`src/rtl/mdio_master_q.sv`:
```
// MDIO management master: command FIFO, programmable MDC divider and preamble, sticky error flags.
// Optional clause 45 framing (ST=2'b00) is compiled in when MDIO_CLAUSE45_EN is defined.
module mdio_master_q #(
  parameter int CLK_DIV       = 8,
  parameter int PREAMBLE_BITS = 32,
  parameter int FIFO_DEPTH    = 4
) (
  input  logic        clk,
  input  logic        rstn,
  input  logic [15:0] reg_waddr,
  input  logic [31:0] reg_wdata,
  input  logic        reg_wen,
  input  logic [15:0] reg_raddr,
  output logic [31:0] reg_rdata,
  output logic        MDC,
  input  logic        MDIO_I,
  output logic        MDIO_O,
  output logic        MDIO_T,
  output logic        frame_done
);

  localparam int DW = $clog2(2 * CLK_DIV);
  localparam int AW = $clog2(FIFO_DEPTH);
  localparam logic [DW-1:0] DIV_HALF   = DW'(CLK_DIV);
  localparam logic [DW-1:0] DIV_LAST   = DW'(2 * CLK_DIV - 1);
  localparam logic [DW-1:0] DIV_SAMPLE = DW'(CLK_DIV - 1);
  localparam logic [5:0]    PRE_LAST   = 6'(PREAMBLE_BITS - 1);
  localparam logic [AW:0]   LVL_FULL   = (AW + 1)'(FIFO_DEPTH);

  typedef enum logic [2:0] {
    S_IDLE      = 3'd0,
    S_PREAMBLE  = 3'd1,
    S_FRAME     = 3'd2,
    S_READ_TA   = 3'd3,
    S_READ_DATA = 3'd4,
    S_GAP       = 3'd5
  } state_e;

  state_e          state_q, state_d;
  logic [DW-1:0]   div_cnt_q, div_cnt_d;
  logic [5:0]      bit_cnt_q, bit_cnt_d, last_idx;
  logic [31:0]     cmd_q, cmd_d;
  logic            mdc_q, mdc_d, mdio_o_q, mdio_o_d, mdio_t_q, mdio_t_d;
  logic            frame_done_q, frame_done_d;
  logic [15:0]     read_data_q, read_data_d;
  logic [4:0]      read_reg_addr_q, read_reg_addr_d;
  logic            overflow_q, overflow_d, st_err_q, st_err_d;
  logic [AW:0]     wr_ptr_q, wr_ptr_d, rd_ptr_q, rd_ptr_d, fifo_level;
  logic [31:0]     fifo_mem_q [FIFO_DEPTH];
  logic [31:0]     fifo_head;
  logic            fifo_empty, fifo_full, push_req, push, clr, pop, st_err_set;
  logic            unused_addr_bits;

  function automatic logic cmd_legal(input logic [31:0] c);
    logic ok;
    ok = (c[31:30] == 2'b01) && ((c[29:28] == 2'b01) || (c[29:28] == 2'b10));
`ifdef MDIO_CLAUSE45_EN
    ok = ok || (c[31:30] == 2'b00);
`endif
    return ok;
  endfunction

  function automatic logic cmd_is_read(input logic [31:0] c);
    logic rd;
    rd = (c[31:30] == 2'b01) && (c[29:28] == 2'b10);
`ifdef MDIO_CLAUSE45_EN
    rd = rd || ((c[31:30] == 2'b00) && c[29]);
`endif
    return rd;
  endfunction

  assign unused_addr_bits = ^{reg_waddr[15:8], reg_raddr[15:8]};

  assign fifo_level = wr_ptr_q - rd_ptr_q;
  assign fifo_empty = (fifo_level == '0);
  assign fifo_full  = (fifo_level == LVL_FULL);
  assign fifo_head  = fifo_mem_q[rd_ptr_q[AW-1:0]];
  assign push_req   = reg_wen && (reg_waddr[7:0] == 8'h00);
  assign clr        = reg_wen && (reg_waddr[7:0] == 8'h01);
  // A full FIFO still accepts a push in the cycle the head is popped.
  assign push       = push_req && (!fifo_full || pop);
  assign wr_ptr_d   = wr_ptr_q + {{AW{1'b0}}, push};
  assign rd_ptr_d   = rd_ptr_q + {{AW{1'b0}}, pop};
  assign overflow_d = (push_req && fifo_full && !pop) || (overflow_q && !clr);
  assign st_err_d   = st_err_set || (st_err_q && !clr);

  always_comb begin
    case (state_q)
      S_PREAMBLE:  last_idx = PRE_LAST;
      S_FRAME:     last_idx = cmd_is_read(cmd_q) ? 6'd13 : 6'd31;
      S_READ_TA:   last_idx = 6'd1;
      S_READ_DATA: last_idx = 6'd15;
      default:     last_idx = 6'd0;
    endcase
  end

  // NOTE: every signal written here gets a default first, so no path can leave a latch behind.
  always_comb begin
    state_d         = state_q;
    div_cnt_d       = div_cnt_q;
    bit_cnt_d       = bit_cnt_q;
    cmd_d           = cmd_q;
    mdio_o_d        = mdio_o_q;
    mdio_t_d        = mdio_t_q;
    frame_done_d    = 1'b0;
    read_data_d     = read_data_q;
    read_reg_addr_d = read_reg_addr_q;
    pop             = 1'b0;
    st_err_set      = 1'b0;

    if (state_q == S_IDLE) begin
      div_cnt_d = '0;
      bit_cnt_d = '0;
      mdio_o_d  = 1'b1;
      mdio_t_d  = 1'b1;
      if (!fifo_empty) begin
        pop = 1'b1;
        if (cmd_legal(fifo_head)) begin
          cmd_d    = fifo_head;
          mdio_t_d = 1'b0;
          state_d  = (PREAMBLE_BITS > 0) ? S_PREAMBLE : S_FRAME;
        end else begin
          st_err_set = 1'b1;
        end
      end
    end else begin
      div_cnt_d = (div_cnt_q == DIV_LAST) ? '0 : div_cnt_q + 1'b1;

      // Pin updates land as div_cnt becomes 1, well before the rising MDC edge.
      if (div_cnt_q == '0) begin
        case (state_q)
          S_PREAMBLE: mdio_o_d = 1'b1;
          S_FRAME:    mdio_o_d = cmd_q[~bit_cnt_q[4:0]];
          default: begin
            mdio_o_d = 1'b1;
            mdio_t_d = 1'b1;
          end
        endcase
      end

      if ((state_q == S_READ_DATA) && (div_cnt_q == DIV_SAMPLE))
        read_data_d = {read_data_q[14:0], MDIO_I};

      if (div_cnt_q == DIV_LAST) begin
        if (bit_cnt_q == last_idx) begin
          bit_cnt_d = '0;
          case (state_q)
            S_PREAMBLE:  state_d = S_FRAME;
            S_FRAME:     state_d = cmd_is_read(cmd_q) ? S_READ_TA : S_GAP;
            S_READ_TA: begin
              state_d         = S_READ_DATA;
              read_reg_addr_d = cmd_q[22:18];
            end
            S_READ_DATA: state_d = S_GAP;
            default: begin
              state_d      = S_IDLE;
              frame_done_d = 1'b1;
            end
          endcase
        end else begin
          bit_cnt_d = bit_cnt_q + 1'b1;
        end
      end
    end

    mdc_d = (state_d != S_IDLE) && (div_cnt_d >= DIV_HALF);
  end

  // NOTE: state uses non-blocking assignments so every flop samples pre-edge values.
  always_ff @(posedge clk) begin
    if (!rstn) begin
      state_q         <= S_IDLE;
      div_cnt_q       <= '0;
      bit_cnt_q       <= '0;
      cmd_q           <= '0;
      mdc_q           <= 1'b0;
      mdio_o_q        <= 1'b1;
      mdio_t_q        <= 1'b1;
      frame_done_q    <= 1'b0;
      read_data_q     <= '0;
      read_reg_addr_q <= '0;
      overflow_q      <= 1'b0;
      st_err_q        <= 1'b0;
      wr_ptr_q        <= '0;
      rd_ptr_q        <= '0;
    end else begin
      state_q         <= state_d;
      div_cnt_q       <= div_cnt_d;
      bit_cnt_q       <= bit_cnt_d;
      cmd_q           <= cmd_d;
      mdc_q           <= mdc_d;
      mdio_o_q        <= mdio_o_d;
      mdio_t_q        <= mdio_t_d;
      frame_done_q    <= frame_done_d;
      read_data_q     <= read_data_d;
      read_reg_addr_q <= read_reg_addr_d;
      overflow_q      <= overflow_d;
      st_err_q        <= st_err_d;
      wr_ptr_q        <= wr_ptr_d;
      rd_ptr_q        <= rd_ptr_d;
    end
  end

  // NOTE: command storage has no reset; the pointers define validity, so a flush only clears them.
  always_ff @(posedge clk) begin
    if (push) fifo_mem_q[wr_ptr_q[AW-1:0]] <= reg_wdata;
  end

  always_comb begin
    case (reg_raddr[7:0])
      8'h80:   reg_rdata = {(state_q != S_IDLE), fifo_full, fifo_empty, overflow_q, st_err_q,
                            state_q, 3'd0, read_reg_addr_q, read_data_q};
      8'h81:   reg_rdata = {27'd0, 5'(fifo_level)};
      default: reg_rdata = 32'd0;
    endcase
  end

  assign MDC        = mdc_q;
  assign MDIO_O     = mdio_o_q;
  assign MDIO_T     = mdio_t_q;
  assign frame_done = frame_done_q;

endmodule

```
`config.mk`:
```
export PLATFORM = sky130hd
export DESIGN_NAME = mdio_master_q
export DESIGN_NICKNAME = d
export VERILOG_FILES = /design/src/rtl/mdio_master_q.sv
export SDC_FILE = /design/constraint.sdc
export NUM_CORES = 1
export LEC_CHECK = 0
export ABC_CLOCK_PERIOD_IN_PS = 6400
export BUFFER_PORTS_ARGS = -buffer_cell sky130_fd_sc_hd__clkbuf_2
export CORE_AREA = 2 2 126 128
export CTS_BUF_LIST = sky130_fd_sc_hd__clkbuf_4 sky130_fd_sc_hd__clkbuf_8
export DETAILED_ROUTE_END_ITERATION = 10
export DIE_AREA = 0 0 128 130
export GPL_TIMING_DRIVEN = 0
export PLACE_DENSITY = 0.81
export SLEW_MARGIN = 0
export SYNTH_ARGS = -nofsm -noshare
export SYNTH_HDL_FRONTEND = slang
export SYNTH_SLANG_ARGS = --single-unit
```
`constraint.sdc`:
```
create_clock -name clk -period 6.4 [get_ports clk]
set_clock_uncertainty 0.05 [all_clocks]
set_input_delay 0.32 -clock clk [delete_from_list [all_inputs] [get_ports clk]]
set_output_delay 0.32 -clock clk [all_outputs]
set_load 0.005 [all_outputs]
```
After elaboration in Yosys (flattened, before gate mapping). Memories as Yosys holds them, arrays and structs flattened. A register that Yosys moved wholly into a read port is not among the register bits. Index checks and enable logic that the tools add are counted.

Register bits after elaboration: 78. Logic and storage cells: 107. Memories: 1. RAM bits: 128. Bits of input ports: 68. Output and inout port bits: 36.

Reductions and logical operators: 33. Add/sub/neg operators: 5. Bitwise operators: 6. Equal/unequal tests: 17. Magnitude comparators: 2. Muxes and demuxes: 29.

Memories: fifo_mem_q (words 4, bits a word 32, rd ports 1, clocked after Yosys merged registers in 1, wr ports 1, line 49) `logic [31:0] fifo_mem_q [FIFO_DEPTH];`.

Operator list (count): 32-bit case mux with 2 select lines (1); 5-bit case mux with 4 select lines (1); 3-bit two-way mux (6); 8-bit == test, second input constant (2); 1-bit two-way mux (14); 3-bit case mux with 4 select lines (1); 1-bit logical AND (11); 8-bit by 1-bit == test with 1-bit output, second input constant (1); 8-bit logical NOT (1); 4-bit two-way mux (2); 4-bit OR reduction (2); 3-bit by 1-bit adder with 3-bit output (2); 6-bit by 1-bit adder with 6-bit output, second input constant (1); 2-bit by 1-bit == test with 1-bit output, second input constant (3); 3-bit by 2-bit == test with 1-bit output, second input constant (2); 3-bit == test, second input constant (2); 6-bit == test (1); 3-bit logical NOT (2); 5-bit by 6-bit less-than comparator with 1-bit output, second input constant (1); 6-bit two-way mux (1); 3-bit nonzero test (2); 1-bit binary-select mux with 5-bit select (1); 5-bit two-way mux (1); 1-bit NOT (5); other kinds (18) (26).

Depth between registers and ports, before layout. Gate-level depths: netlist (run 1).

Word-level depth: 10. Depth in mapped cells: 13. Depth with buffers taken out: 12.

Worst setup path before layout (run 1). No wires, ideal clock.

Path type: flip-flop to flip-flop. Start point: register rd_ptr_q[1]. End point: memory fifo_mem_q[0][0] (enable). Setup slack: 812 ps. Arrival: 5070 ps. Buffers on the path: 3. Clock period less this slack: 5588 ps. Data required time: 5882 ps. Library setup time: 468 ps. Stages on the path, launching flop included: 11. Cell sequence: dfxtp_1 > clkbuf_1 > buf_1 > buf_1 > inv_1 > fa_1 > xnor2_1 > xnor2_1 > nor3_1 > nor3b_1 > nor3b_1.

Cells in the longest elaborated chain, start to end: 8. Elaborated cells between the ends (all ways): 10. Those cells by class: add/sub: 1; eq/ne: 1; mux: 4; reduce/logical: 4.

Ends and longest elaborated chain: from (decl) (line 48) `logic [AW:0] wr_ptr_q, wr_ptr_d, rd_ptr_q, rd_ptr_d, fifo_level;`; from (signal assigned) (line 200) `rd_ptr_q <= rd_ptr_d;`; 3-bit subtractor (*) (line 74) `assign fifo_level = wr_ptr_q - rd_ptr_q;`; 3-bit logical NOT (line 75) `assign fifo_empty = (fifo_level == '0);`; 1-bit two-way mux (line 116) `if (!fifo_empty) begin`; 1-bit two-way mux (line 111) `if (state_q == S_IDLE) begin`; 1-bit logical OR (*) (line 81) `assign push = push_req && (!fifo_full || pop);`; 1-bit logical AND (*) (line 81); 1-bit two-way mux (*) (line 206) `if (push) fifo_mem_q[wr_ptr_q[AW-1:0]] <= reg_wdata;`; 1-bit two-way mux (implied by the code) (*) (line 206); to (decl) (line 49).

Mark *: on every way between the ends. The rest lies on a longest branch, timed or not.

Final worst setup path (run 1).
Start point: register rd_ptr_q[1]. End point: memory fifo_mem_q[0][3] (enable).

Same word-level chain as after synthesis.

==> impl_summary.txt, run 1 <==
----------------------------------------------------
[STA]
  Final worst-path cycle share ... 79.1%
  PnR worst setup slack ... around 1.3 ns
  Number of max-slew violations in the final report ... 0
  Unrepaired setup endpoints after global routing ... no
  Final Hold Violating Endpoints ... 0
  Worst max-slew margin expressed relative to the limit ... between 40% and 50%
  Final setup violation count ... 0
  Maximum operating frequency ... 0.198 GHz
  Final period demand of the worst path ... 5.06 ns
  Transition time of the tightest slew-check pin ... 0.877 ns
  Hold slack ... 0.0201 ns

[Power and ir drop]
  Worst vdd rail ir drop ... 0.000189 V
  LEAKAGE ... roughly 3.6 nW
  Power per cell area ... around 350 nW/µm²

[Critical path]
  Kind of end point of the critical path ... register
  Setup Crit Path Kind ... reg2reg
  Sort of element at the start of the critical path ... register
  Maximum fanout along the worst path ... 11
  Crit path arrival time ... ~5.2 ns
  Required time of the worst setup path ... about 6.6 ns
  Setup slack of the most critical reg-to-reg path ... 1.34 ns

[Clocking]
  Root Buffer ... sky130_fd_sc_hd__clkbuf_8
  TritonCTS clock tree ... done
  Clk_lat worst skew ... 0.52 ns
  Clock transition at the registers of the reported paths ... approximately 0.06 ns
  CTS HTree Levels ... 2
  Number of buffers added by the clock tree synthesis step ... 35
  CTS sink cnt ... ~210
  Total setup buffers inserted after CTS ... 0
  Maximum root-to-sink buffer count ... 3

[GRT]
  Global-route usage over all layers ... a little over a fifth
  Sum of overflow across all layers after global routing ... 0
  Number of global-route vias before repair ... between 5000 and 6000
  Antenna violations before repair ... 0
  First-pass GRT wire length ... 27.0 mm
  Largest net degree at the start of global routing ... 33

[Layout]
  Antenna Cells ... 0
  Post-layout nets ... around 850
  Share of cells above drive strength 1 ... ~26%
  Fill cell count ... roughly 1100
  Final design utilization ... around two thirds
  Layout area overhead ... 21.7%

[Floorplan]
  Count of boundary I/O pins ... about 100
  Core Region ... 15400 µm²
  Starting utilization of the core area ... between 50 and 60%
  DIE HEIGHT ... 130 µm
  Overall die area ... 16600 µm²
  Die outline width ... 128 µm
  Number of rows in the core area ... between 40 and 50

[Routing]
  Final routed wirelength across all metal layers ... 16.9 mm
  Number of detailed-routing iterations run before antenna repair ... 5
  Remaining antenna violation count ... 0
  Wire length per cell after detailed routing ... between 15 and 20 µm
  Total via count in the routed design ... about 5500
  Detailed-route DRC error count ... 0
  Post-DR vias/cell ... between 5 and 6
  Number of design-rule violations left by the first detailed-router iteration ... between 400 and 500

[Place]
  Post-placement setup slack ... ~1.3 ns
  GPL Wtd Cong ... 0.879
  Placed wire-length estimate after detailed placement ... roughly 11 mm
  Quantity of I/O buffers inserted on ports ... 84

[Logic synthesis]
  Portion of the post-synthesis area used by sequential elements ... between 60% and 70%
  Distinct cells, synth ... just under 50
  Avg Inst Size Synth ... between 10 and 15 µm²
  Post-synthesis instance total ... around 600
  EDFF count, synth ... around 130
  Fraction of registers with async set or reset after synthesis ... 0%
  Primary flip-flop cell chosen by synthesis mapping ... sky130_fd_sc_hd__edfxtp_1
  Number of register bits inferred by synthesis ... around 200
  Mapped Area ... between 8000 and 9000 µm²
  Number of warnings issued by yosys ... 0

[Hold path]
  Worst hold-check path type ... in2reg

[Job]
  Total of max-cap violations ... 0

[Status]
  Result of the run ... complete, no violations

----------------------------------------------------
stage by stage:
| step | area, µm² | setup TNS (ns) | instances | power [mW] |
|---|---|---|---|---|
| 2_1_floorplan | 8320 | 0 | 619 | 2.10 |
| 3_3_place_gp | 8980 | -49.80 | 895 | 2.27 |
| 3_5_place_dp | 9050 | 0 | 899 | 2.31 |
| 4_1_cts | 10100 | 0 | 995 | 3.55 |
| 5_1_grt | 10100 | 0 | 995 | 3.69 |
| 6_report | 10100 | 0 | 995 | 3.53 |
state kept, by name, summed over array words and instances (netlist names):
register / count
overflow_q: 1
state_q: 3
bit_cnt_q: 6
MDIO_T: 1
rd_ptr_q: 3
read_reg_addr_q: 5
frame_done: 1
div_cnt_q: 4
wr_ptr_q: 3
MDIO_O: 1
st_err_q: 1
fifo_mem_q: 128
MDC: 1
cmd_q: 32
read_data_q: 16
critical path: stages, from the launching register on:
cell	delay [ns]
sky130_fd_sc_hd__dfxtp_1	0.33
sky130_fd_sc_hd__clkbuf_1	0.38
sky130_fd_sc_hd__buf_1	0.51
sky130_fd_sc_hd__buf_1	0.54
sky130_fd_sc_hd__inv_1	0.15
sky130_fd_sc_hd__fa_1	0.44
sky130_fd_sc_hd__xnor2_1	0.15
sky130_fd_sc_hd__xnor2_1	0.40
sky130_fd_sc_hd__nor3_1	0.13
sky130_fd_sc_hd__nor3b_1	0.47
sky130_fd_sc_hd__nor3b_2	0.59
sky130_fd_sc_hd__buf_6	0.24
sky130_fd_sc_hd__buf_6	0.17
sky130_fd_sc_hd__buf_6	0.18
layout by cell type (no fill, tap or decap), drive strengths merged, types with 3 or more instances in the layout:
cell,n
clkbuf,151
edfxtp,128
nand2,106
dfxtp,78
a21oi,54
mux4,40
dlygate4sd3,33
and2,29
nor2,22
buf,22
nor3,16
clkinv,14
inv,10
xnor2,8
ha,8
mux2i,7
nor3b,7
xor2,6
o21ai,6
nand2b,5
nand4,5
and3,5
nand3,4
a211oi,3
nor2b,3
conb,3
bufinv,3
routing by layer:
| layer | vias up | wire [µm] | GRT usage, % |
|---|---|---|---|
| met5 | - | 0 | 0 |
| met4 | 0 | 418 | 8.86 |
| met3 | 42 | 1010 | 4.18 |
| met2 | 207 | 8530 | 36.3 |
| li1 | 2593 | - | - |
| met1 | 2676 | 6980 | 25.8 |
final cells by class:
class / instances / area (µm²) / area share [%]
Sequential cell: 206 / 5410 / 53.4
Multi-Input combinational cell: 363 / 2720 / 26.8
Timing Repair Buffer: 121 / 805 / 7.95
Clock inverter: 19 / 166 / 1.64
Tap cell: 192 / 240 / 2.37
Buffer: 41 / 183 / 1.80
Inverter: 9 / 33.8 / 0.334
Clock buffer: 44 / 574 / 5.67
final timing paths:
kind,to,cells past startpoint,from
worst min register to register,cmd_q[14],2,cmd_q[14]
worst max register to register,fifo_mem_q[0][3],13,rd_ptr_q[1]
worst min-delay path,frame_done,3,rstn
worst max-delay path,fifo_mem_q[0][3],13,rd_ptr_q[1]
where the power goes:
group	internal (mW)	switching (mW)	leakage, nW
Clock	0.714	0.520	0.386
Sequential	1.49	0.0560	1.78
Combinational	0.336	0.419	1.45
synthesized netlist by cell type (all sizes together) (2+ instances only):
master | number | area share (%)
inv | 9 | 0.41
mux2i | 7 | 0.84
nor2 | 22 | 0.99
a211oi | 3 | 0.27
o21a | 2 | 0.18
a31oi | 2 | 0.15
o211ai | 2 | 0.24
a21oi | 54 | 3.2
nand2 | 106 | 4.8
dfxtp | 78 | 19
and3 | 5 | 0.38
ha | 8 | 1.2
nor2b | 3 | 0.23
nor4b | 2 | 0.21
clkbuf | 23 | 1.0
buf | 18 | 1.2
o21ai | 6 | 0.36
nand2b | 5 | 0.38
nor3 | 16 | 0.96
xnor2 | 8 | 0.84
nand4 | 5 | 0.56
xor2 | 6 | 0.63
nand3 | 4 | 0.24
edfxtp | 128 | 46
nor4 | 2 | 0.15
o31a | 2 | 0.21
nor3b | 7 | 0.63
mux4 | 40 | 11
and2 | 29 | 2.2
cell families after synthesis:
family	share of synthesized area, %
adder cells (fa/ha/maj)	1.44
XOR/XNOR	1.47
multiplexers	11.7
buffers and inverters	2.60
AND/OR/NAND/NOR	12.5
flip-flops	65.0
other	0.0451
AO/OA/AOI/OAI	5.31
what timing repair did:
item                       in CTS  in global routing
hold endpoints to repair      129                  0
hold buffers                   33                  0
setup endpoints to repair       0                  0
resized for setup               0                  0
Power figures use the tool's default switching activity.
==> inputs of run 2 (changes only) <==
ABC_AREA = 1   (was default)
ABC_CLOCK_PERIOD_IN_PS = 4800   (was 6400)
CORE_AREA = 2 2 127 129   (was 2 2 126 128)
DIE_AREA = 0 0 129 131   (was 0 0 128 130)
clock period = 4.8 ns   (was 6.4 ns; I/O delays follow)
==> run 2 against run 1 <==
Net effect: sequential share of layout area is 0.95 points lower; global-route usage is 2.0 points higher; critical path type unchanged; highest routed layer unchanged; cell area is 1.8% higher.
==> impl_summary.txt, run 2 <==
----------------------------------------------------
[Critical path]
  Sort of element at the start of the critical path ... register
  Setup slack of the most critical reg-to-reg path ... 0.96 ns (-0.38 ns)
  R2r startpoint ... rd_ptr_q[1]
  Number of cells traversed by the worst register-to-register path ... 14 (+1)
  RR Endpoint ... fifo_mem_q[1][24]
  Required time of the worst setup path ... 5.01 ns (-1.55 ns)
  Crit path arrival time ... 4.05 ns (-1.17 ns)
  Setup Crit Path Kind ... reg2reg
  Kind of end point of the critical path ... register
  Maximum fanout along the worst path ... 20 (+9)

[Clocking]
  Total setup buffers inserted after CTS ... 0 (unchanged)
  Root Buffer ... sky130_fd_sc_hd__clkbuf_8
  Maximum root-to-sink buffer count ... 3 (unchanged)
  Number of buffers inserted for hold repair after clock tree synthesis ... 35 (+6.1%)
  Number of buffers added by the clock tree synthesis step ... 31 (-11%)
  Number of gates resized after CTS ... 0 (unchanged)
  CTS HTree Levels ... 1 (-1)
  Clk_lat worst skew ... 0.57 ns (+0.05 ns)
  TritonCTS clock tree ... done
  Clock transition at the registers of the reported paths ... 0.07 ns (about the same)
  CTS sink cnt ... 206 (unchanged)

[STA]
  Final period demand of the worst path ... 3.84 ns (-1.22 ns)
  Final-layout setup total negative slack ... 0 ns (unchanged)
  Transition time of the tightest slew-check pin ... 0.633 ns (-0.244 ns)
  Final setup violation count ... 0 (unchanged)
  Final Hold Violating Endpoints ... 0 (unchanged)
  Number of max-slew violations in the final report ... 0 (unchanged)
  Maximum operating frequency ... 0.260 GHz (+32%)
  Unrepaired setup endpoints after global routing ... no
  Worst max-slew margin expressed relative to the limit ... 57.8% (+16 points)
  Final worst-path cycle share ... 80.0% (+0.97 points)

[Hold path]
  Capture endpoint of the worst hold path ... st_err_q
  Startpoint of the tightest hold check path ... reg_waddr[1]
  Number of cells on the worst hold path ... 5 (+2)
  Worst hold-check path type ... in2reg

[Routing]
  Wire length per cell after detailed routing ... 15.6 µm (-8.3%)
  Detailed-route DRC error count ... 0 (unchanged)
  Final routed wirelength across all metal layers ... 19.5 mm (+15%)
  Number of detailed-routing iterations run before antenna repair ... 5 (unchanged)
  Remaining antenna violation count ... 0 (unchanged)
  Total via count in the routed design ... 6585 (+19%)
  Post-DR vias/cell ... 5.26 (-5.1%)
  Number of design-rule violations left by the first detailed-router iteration ... 489 (+14%)

[Logic synthesis]
  Portion of the post-synthesis area used by sequential elements ... 64.0% (-0.95 points)
  Number of register bits inferred by synthesis ... 206 (unchanged)
  Most frequent cell after synthesis ... sky130_fd_sc_hd__nor2_1
  Distinct cells, synth ... 36 (-27%)
  Fraction of registers with async set or reset after synthesis ... 0% (unchanged)
  Post-synthesis instance total ... 852 (+38%)
  Leading post-synthesis cells by instance count ... sky130_fd_sc_hd__nor2_1, sky130_fd_sc_hd__edfxtp_1, sky130_fd_sc_hd__o21ai_0
  Largest cells by area after synthesis ... sky130_fd_sc_hd__edfxtp_1, sky130_fd_sc_hd__dfxtp_1, sky130_fd_sc_hd__nor2_1, sky130_fd_sc_hd__o21ai_0, sky130_fd_sc_hd__a21oi_1
  EDFF count, synth ... 128 (unchanged)
  Number of warnings issued by yosys ... 0 (unchanged)
  Fraction of synthesized cell area taken by the top area cell type ... 45.5% (-0.68 points)
  Primary flip-flop cell chosen by synthesis mapping ... sky130_fd_sc_hd__edfxtp_1
  Avg Inst Size Synth ... 9.91 µm² (-27%)
  Cell type with the highest aggregate area in the netlist ... sky130_fd_sc_hd__edfxtp_1
  Mapped Area ... 8440 µm² (+1.5%)

[Floorplan]
  Core Region ... 15600 µm² (+1.1%)
  Number of rows in the core area ... 46 (unchanged)
  DIE HEIGHT ... 131 µm (+0.77%)
  Die outline width ... 129 µm (+0.78%)
  Count of boundary I/O pins ... 104 (unchanged)
  Overall die area ... 16900 µm² (+1.6%)
  Starting utilization of the core area ... 54.1% (+0.20 points)

[Power and ir drop]
  Worst vdd rail ir drop ... 0.000289 V (+53%)
  LEAKAGE ... 3.87 nW (+7.0%)
  Power per cell area ... 469 nW/µm² (+34%)

[GRT]
  Global-route usage over all layers ... 22.9% (+2.0 points)
  Sum of overflow across all layers after global routing ... 0 (unchanged)
  Number of global-route vias before repair ... 6147 (+11%)
  First-pass GRT wire length ... 30.3 mm (+12%)
  Largest net degree at the start of global routing ... 30 (-9.1%)
  Antenna violations before repair ... 0 (unchanged)

[Layout]
  Fill cell count ... 1207 (+11%)
  Number of flip-flops in the largest register ... 128 (unchanged)
  Most common cell after layout, fill and taps aside ... sky130_fd_sc_hd__nor2_1
  Post-layout nets ... 1087 (+27%)
  Layout area overhead ... 22.1%
  Leading cell types in the layout, fill and taps excluded ... sky130_fd_sc_hd__nor2_1, sky130_fd_sc_hd__edfxtp_1, sky130_fd_sc_hd__o21ai_0
  Antenna Cells ... 0 (unchanged)
  Share of cells above drive strength 1 ... 17.5% (-8.2 points)
  Non-filler instance count after layout ... 1251 (+26%)

[Place]
  Placed wire-length estimate after detailed placement ... 12.7 mm (+11%)
  Cells after DPL ... 1158 (+29%)
  Quantity of I/O buffers inserted on ports ... 84 (unchanged)
  GPL Wtd Cong ... 0.893 (+1.6%)

[Status]
  Result of the run ... complete, no violations

[Job]
  Total of max-cap violations ... 0 (unchanged)

----------------------------------------------------
[run 2: per-layer routing]
metal  wire length (µm)  GRT usage (%)
met5                  0              0
met4                447           7.54
met3               1140           3.79
met2               9700           39.7
met1               8260           29.8
[run 2: power by group]
part	switching, mW	internal, mW	total (mW)
Combinational	0.790	0.382	1.17
Clock	0.662	0.896	1.56
Sequential	0.0950	2.01	2.11
[run 2: area by class of cell]
type                            instances  area (µm²)  area share, %
Buffer                                 44         194           1.88
Multi-Input combinational cell        524        2570           25.0
Tap cell                              216         270           2.62
Inverter                               80         305           2.96
Clock buffer                           52         641           6.21
Sequential cell                       206        5410           52.4
Clock inverter                          6        61.3          0.595
Timing Repair Buffer                  123         858           8.33
[run 2: cell families (layout without fill, tap and decap cells)]
family / after synthesis / in the layout / synth area share [%]
xor+xnor: 7 / 7 / 0.726
fa+ha+maj: 9 / 9 / 1.42
compound gates: 223 / 223 / 13.7
buf+inv: 124 / 305 / 5.91
flops: 206 / 206 / 64.0
other cells: 1 / 3 / 0.0444
simple gates: 282 / 282 / 14.1
[run 2: metrics by stage]
stage	cell area (µm²)	worst slack [ns]	hold WS (ns)	util (%)	total power, mW
global placement	9140	-0.728	0.386	58.6	3.24
CTS	10300	0.983	0.0495	66.1	4.83
detailed placement	9260	0.999	0.387	59.3	3.27
global route	10300	0.710	0.101	66.1	5.08
floorplan	8450	1.03	0.289	-	2.89
finish	10300	0.958	0.0709	66.1	4.84
[run 2: worst max-delay path by stage]
stage                      from                end  slack (ns)  depth (start not counted)
floorplan           rd_ptr_q[1]   fifo_mem_q[0][0]        1.03                         13
global placement    rd_ptr_q[1]   fifo_mem_q[3][6]       -0.73                         13
detailed placement  rd_ptr_q[1]  fifo_mem_q[1][24]         1.0                         14
CTS                 rd_ptr_q[1]  fifo_mem_q[1][24]        0.98                         14
global route        rd_ptr_q[1]  fifo_mem_q[1][24]        0.71                         14
finish              rd_ptr_q[1]  fifo_mem_q[1][24]        0.96                         14
[run 2: worst max-delay path, cell delays in order, from the launching register on]
cell                       delay, ns
sky130_fd_sc_hd__dfxtp_1        0.54
sky130_fd_sc_hd__inv_1          0.18
sky130_fd_sc_hd__clkbuf_1       0.27
sky130_fd_sc_hd__clkbuf_1       0.34
sky130_fd_sc_hd__fa_1           0.49
sky130_fd_sc_hd__xnor2_1        0.28
sky130_fd_sc_hd__nor2_1         0.07
sky130_fd_sc_hd__inv_1          0.10
sky130_fd_sc_hd__nor2_1         0.07
sky130_fd_sc_hd__inv_1          0.07
sky130_fd_sc_hd__nand3b_1       0.10
sky130_fd_sc_hd__inv_1          0.13
sky130_fd_sc_hd__nand2_1        0.14
sky130_fd_sc_hd__nor2_4         0.45
sky130_fd_sc_hd__buf_16         0.24
==> inputs of run 3 (changes only) <==
ABC_CLOCK_PERIOD_IN_PS = 3300   (was 4800)
CORE_AREA = 2 2 129 131   (was 2 2 127 129)
DIE_AREA = 0 0 131 133   (was 0 0 129 131)
clock period = 3.3 ns   (was 4.8 ns; I/O delays follow)
==> run 3 against run 2 <==
Net effect: clock power rose by 42%; largest cell class unchanged; critical path type unchanged; total power rose by 44%; routed wire length rose by 3.2%.
==> impl_summary.txt, run 3 (synthesis gave the netlist of run 2 again) <==
----------------------------------------------------
[Status]
  Result of the run ... complete, no violations

[Critical path]
  Required time of the worst setup path ... 3.46 ns (-1.55 ns)
  Series of cell instances along the critical path ... clkinvlp_4 > fa_1 > xnor2_1 > nor2_1 > inv_1 > nor2_1 > inv_1 > nand3b_1 > inv_1 > nand2_1 > nor2_4 > buf_12
  RR Endpoint ... fifo_mem_q[0][18]
  Setup slack of the most critical reg-to-reg path ... 0.42 ns (-0.54 ns)
  R2r startpoint ... rd_ptr_q[1]
  Maximum fanout along the worst path ... 28 (+40%)
  Critical path buffers and inverters ... 5 (-2)
  Slowest-stage cell, CP ... sky130_fd_sc_hd__dfxtp_2
  Worst path top cell family by delay ... buffers and inverters
  Kind of end point of the critical path ... register
  Setup Crit Path Kind ... reg2reg
  Largest stage delay on the critical path ... 0.48 ns (-0.06 ns)
  Cell repeated most along the worst path ... sky130_fd_sc_hd__inv_1
  Number of cells traversed by the worst register-to-register path ... 12 (-2)
  Sort of element at the start of the critical path ... register
  Startpoint of the most critical setup path ... rd_ptr_q[1]
  Crit path arrival time ... 3.04 ns (-1.01 ns)

[STA]
  Final Hold Violating Endpoints ... 0 (unchanged)
  Worst max-slew margin expressed relative to the limit ... 58.4% (+0.56 points)
  Final worst-path cycle share ... 87.3% (+7.3 points)
  Final-layout setup total negative slack ... 0 ns (unchanged)
  Maximum operating frequency ... 0.347 GHz (+33%)
  Unrepaired setup endpoints after global routing ... no
  Number of max-slew violations in the final report ... 0 (unchanged)
  Final setup violation count ... 0 (unchanged)
  Final period demand of the worst path ... 2.88 ns (-0.961 ns)
  Transition time of the tightest slew-check pin ... 0.625 ns (-0.00844 ns)

[Job]
  Total of max-cap violations ... 0 (unchanged)

[Floorplan]
  DIE HEIGHT ... 133 µm (+1.5%)
  Core Region ... 16200 µm² (+3.7%)
  Die outline width ... 131 µm (+1.6%)
  Count of boundary I/O pins ... 104 (unchanged)
  Starting utilization of the core area ... 52.2% (-1.9 points)
  Number of rows in the core area ... 47 (+2.2%)
  Overall die area ... 17400 µm² (+3.1%)

[Routing]
  Detailed-route DRC error count ... 0 (unchanged)
  Final routed wirelength across all metal layers ... 20.2 mm (+3.2%)
  Post-DR vias/cell ... 5.36 (+1.8%)
  Wire length per cell after detailed routing ... 16.0 µm (+2.6%)
  Number of design-rule violations left by the first detailed-router iteration ... 563 (+15%)
  Number of detailed-routing iterations run before antenna repair ... 5 (unchanged)
  Remaining antenna violation count ... 0 (unchanged)
  Total via count in the routed design ... 6739 (+2.3%)

[GRT]
  Global-route usage over all layers ... 23.7% (+0.72 points)
  Sum of overflow across all layers after global routing ... 0 (unchanged)
  Number of global-route vias before repair ... 6729 (+9.5%)
  Largest net degree at the start of global routing ... 31 (+3.3%)
  First-pass GRT wire length ... 32.1 mm (+5.7%)
  Antenna violations before repair ... 0 (unchanged)

[Power and ir drop]
  Worst vdd rail ir drop ... 0.000404 V (+40%)
  Power per cell area ... 678 nW/µm² (+44%)
  LEAKAGE ... 3.85 nW (-0.57%)
  Power consumption ... 6.98 mW (+44%)

[Place]
  Cells after DPL ... 1162 (+0.35%)
  Quantity of I/O buffers inserted on ports ... 84 (unchanged)
  GPL Wtd Cong ... 0.962 (+7.6%)
  Placed wire-length estimate after detailed placement ... 13.2 mm (+4.0%)
  Instance area after placement ... 9250 µm² (about the same)

[Clocking]
  Clk_lat worst skew ... 0.52 ns (-0.05 ns)
  CTS sink cnt ... 206 (unchanged)
  Number of buffers added by the clock tree synthesis step ... 34 (+9.7%)
  CTS HTree Levels ... 2 (+1)
  Clock transition at the registers of the reported paths ... 0.06 ns (about the same)
  TritonCTS clock tree ... done
  Maximum root-to-sink buffer count ... 3 (unchanged)
  Root Buffer ... sky130_fd_sc_hd__clkbuf_8

[Hold path]
  Startpoint of the tightest hold check path ... rstn
  Number of cells on the worst hold path ... 3 (-2)
  Capture endpoint of the worst hold path ... state_q[0]
  Worst hold-check path type ... in2reg

[Layout]
  Leading cell types in the layout, fill and taps excluded ... sky130_fd_sc_hd__nor2_1, sky130_fd_sc_hd__edfxtp_1, sky130_fd_sc_hd__o21ai_0
  Fill cell count ... 1291 (+7.0%)
  Non-filler instance count after layout ... 1258 (+0.56%)
  Share of cells above drive strength 1 ... 17.5% (+0.046 points)
  Antenna Cells ... 0 (unchanged)
  Post-layout nets ... 1093 (+0.55%)
  Most common cell after layout, fill and taps aside ... sky130_fd_sc_hd__nor2_1
  Final design utilization ... 63.7% (-2.4 points)
  Layout Cell Area excl Fill ... 10300 µm² (about the same)
  Layout area overhead ... 22.1% (about the same)
  Number of flip-flops in the largest register ... 128 (unchanged)

----------------------------------------------------
run 3: changes by cell type in the layout (fill, tap and decap cells not counted), moves of 2 or more:
cell / change
sky130_fd_sc_hd__clkinv_2: -4
sky130_fd_sc_hd__clkinv_1: +3
sky130_fd_sc_hd__clkbuf_8: -6
sky130_fd_sc_hd__dlygate4sd3_1: +3
sky130_fd_sc_hd__clkinvlp_4: +3
sky130_fd_sc_hd__clkbuf_1: -2
sky130_fd_sc_hd__clkbuf_4: +5
run 3: report_power, final:
| part | internal [mW] | switching, mW | total (mW) |
|---|---|---|---|
| logic | 0.560 | 1.15 | 1.71 |
| registers | 2.93 | 0.139 | 3.06 |
| clock network | 1.23 | 0.978 | 2.21 |
run 3: worst max-delay path by stage:
stage          cells past startpoint  slack, ns           endpoint
6_report                          12       0.42  fifo_mem_q[0][18]
5_1_grt                           12       0.24  fifo_mem_q[0][26]
4_1_cts                           12       0.04  fifo_mem_q[0][18]
3_5_place_dp                      14      -0.23  fifo_mem_q[0][22]
3_3_place_gp                      13      -2.19  fifo_mem_q[3][24]
2_1_floorplan                     13      -0.47   fifo_mem_q[0][0]
run 3: area by class of cell:
type                            instances  area [µm²]  area share (%)
Clock inverter                          7        65.1           0.631
Clock buffer                           51         596            5.78
Timing Repair inverter                  1        5.00          0.0486
Buffer                                 42         186            1.81
Timing Repair Buffer                  127         888            8.62
Sequential cell                       206        5410            52.5
Multi-Input combinational cell        524        2570            25.0
Tap cell                              220         275            2.67
Inverter                               80         309            3.00
run 3: tightest hold or removal path, cell delays in order:
cell and delay (ns):
sky130_fd_sc_hd__clkbuf_2 0.16, sky130_fd_sc_hd__clkinv_1 0.20, sky130_fd_sc_hd__a21oi_1 0.06
run 3: stage by stage:
step                hold WS (ns)  setup WS [ns]
global route              0.0861          0.241
floorplan                  0.214         -0.468
detailed placement         0.335         -0.235
finish                    0.0572          0.419
global placement           0.331          -2.19
CTS                       0.0466         0.0369
run 3: timing repair:
action / CTS / global route
setup endpoints to repair: 120 / 118
hold endpoints to repair: 131 / 0
gates resized for setup: 0 / 2
gates cloned: 0 / 1
setup buffers: 0 / 1
hold buffers: 38 / 0
run 3: routing by layer:
metal | global-route usage (%) | up-vias | share of wire, %
met4 | 10.0 | 0 | 3.1
met1 | 28.3 | 3164 | 39
met2 | 41.6 | 266 | 50
li1 | - | 3251 | -
met5 | 0 | - | 0
met3 | 4.08 | 58 | 7.1
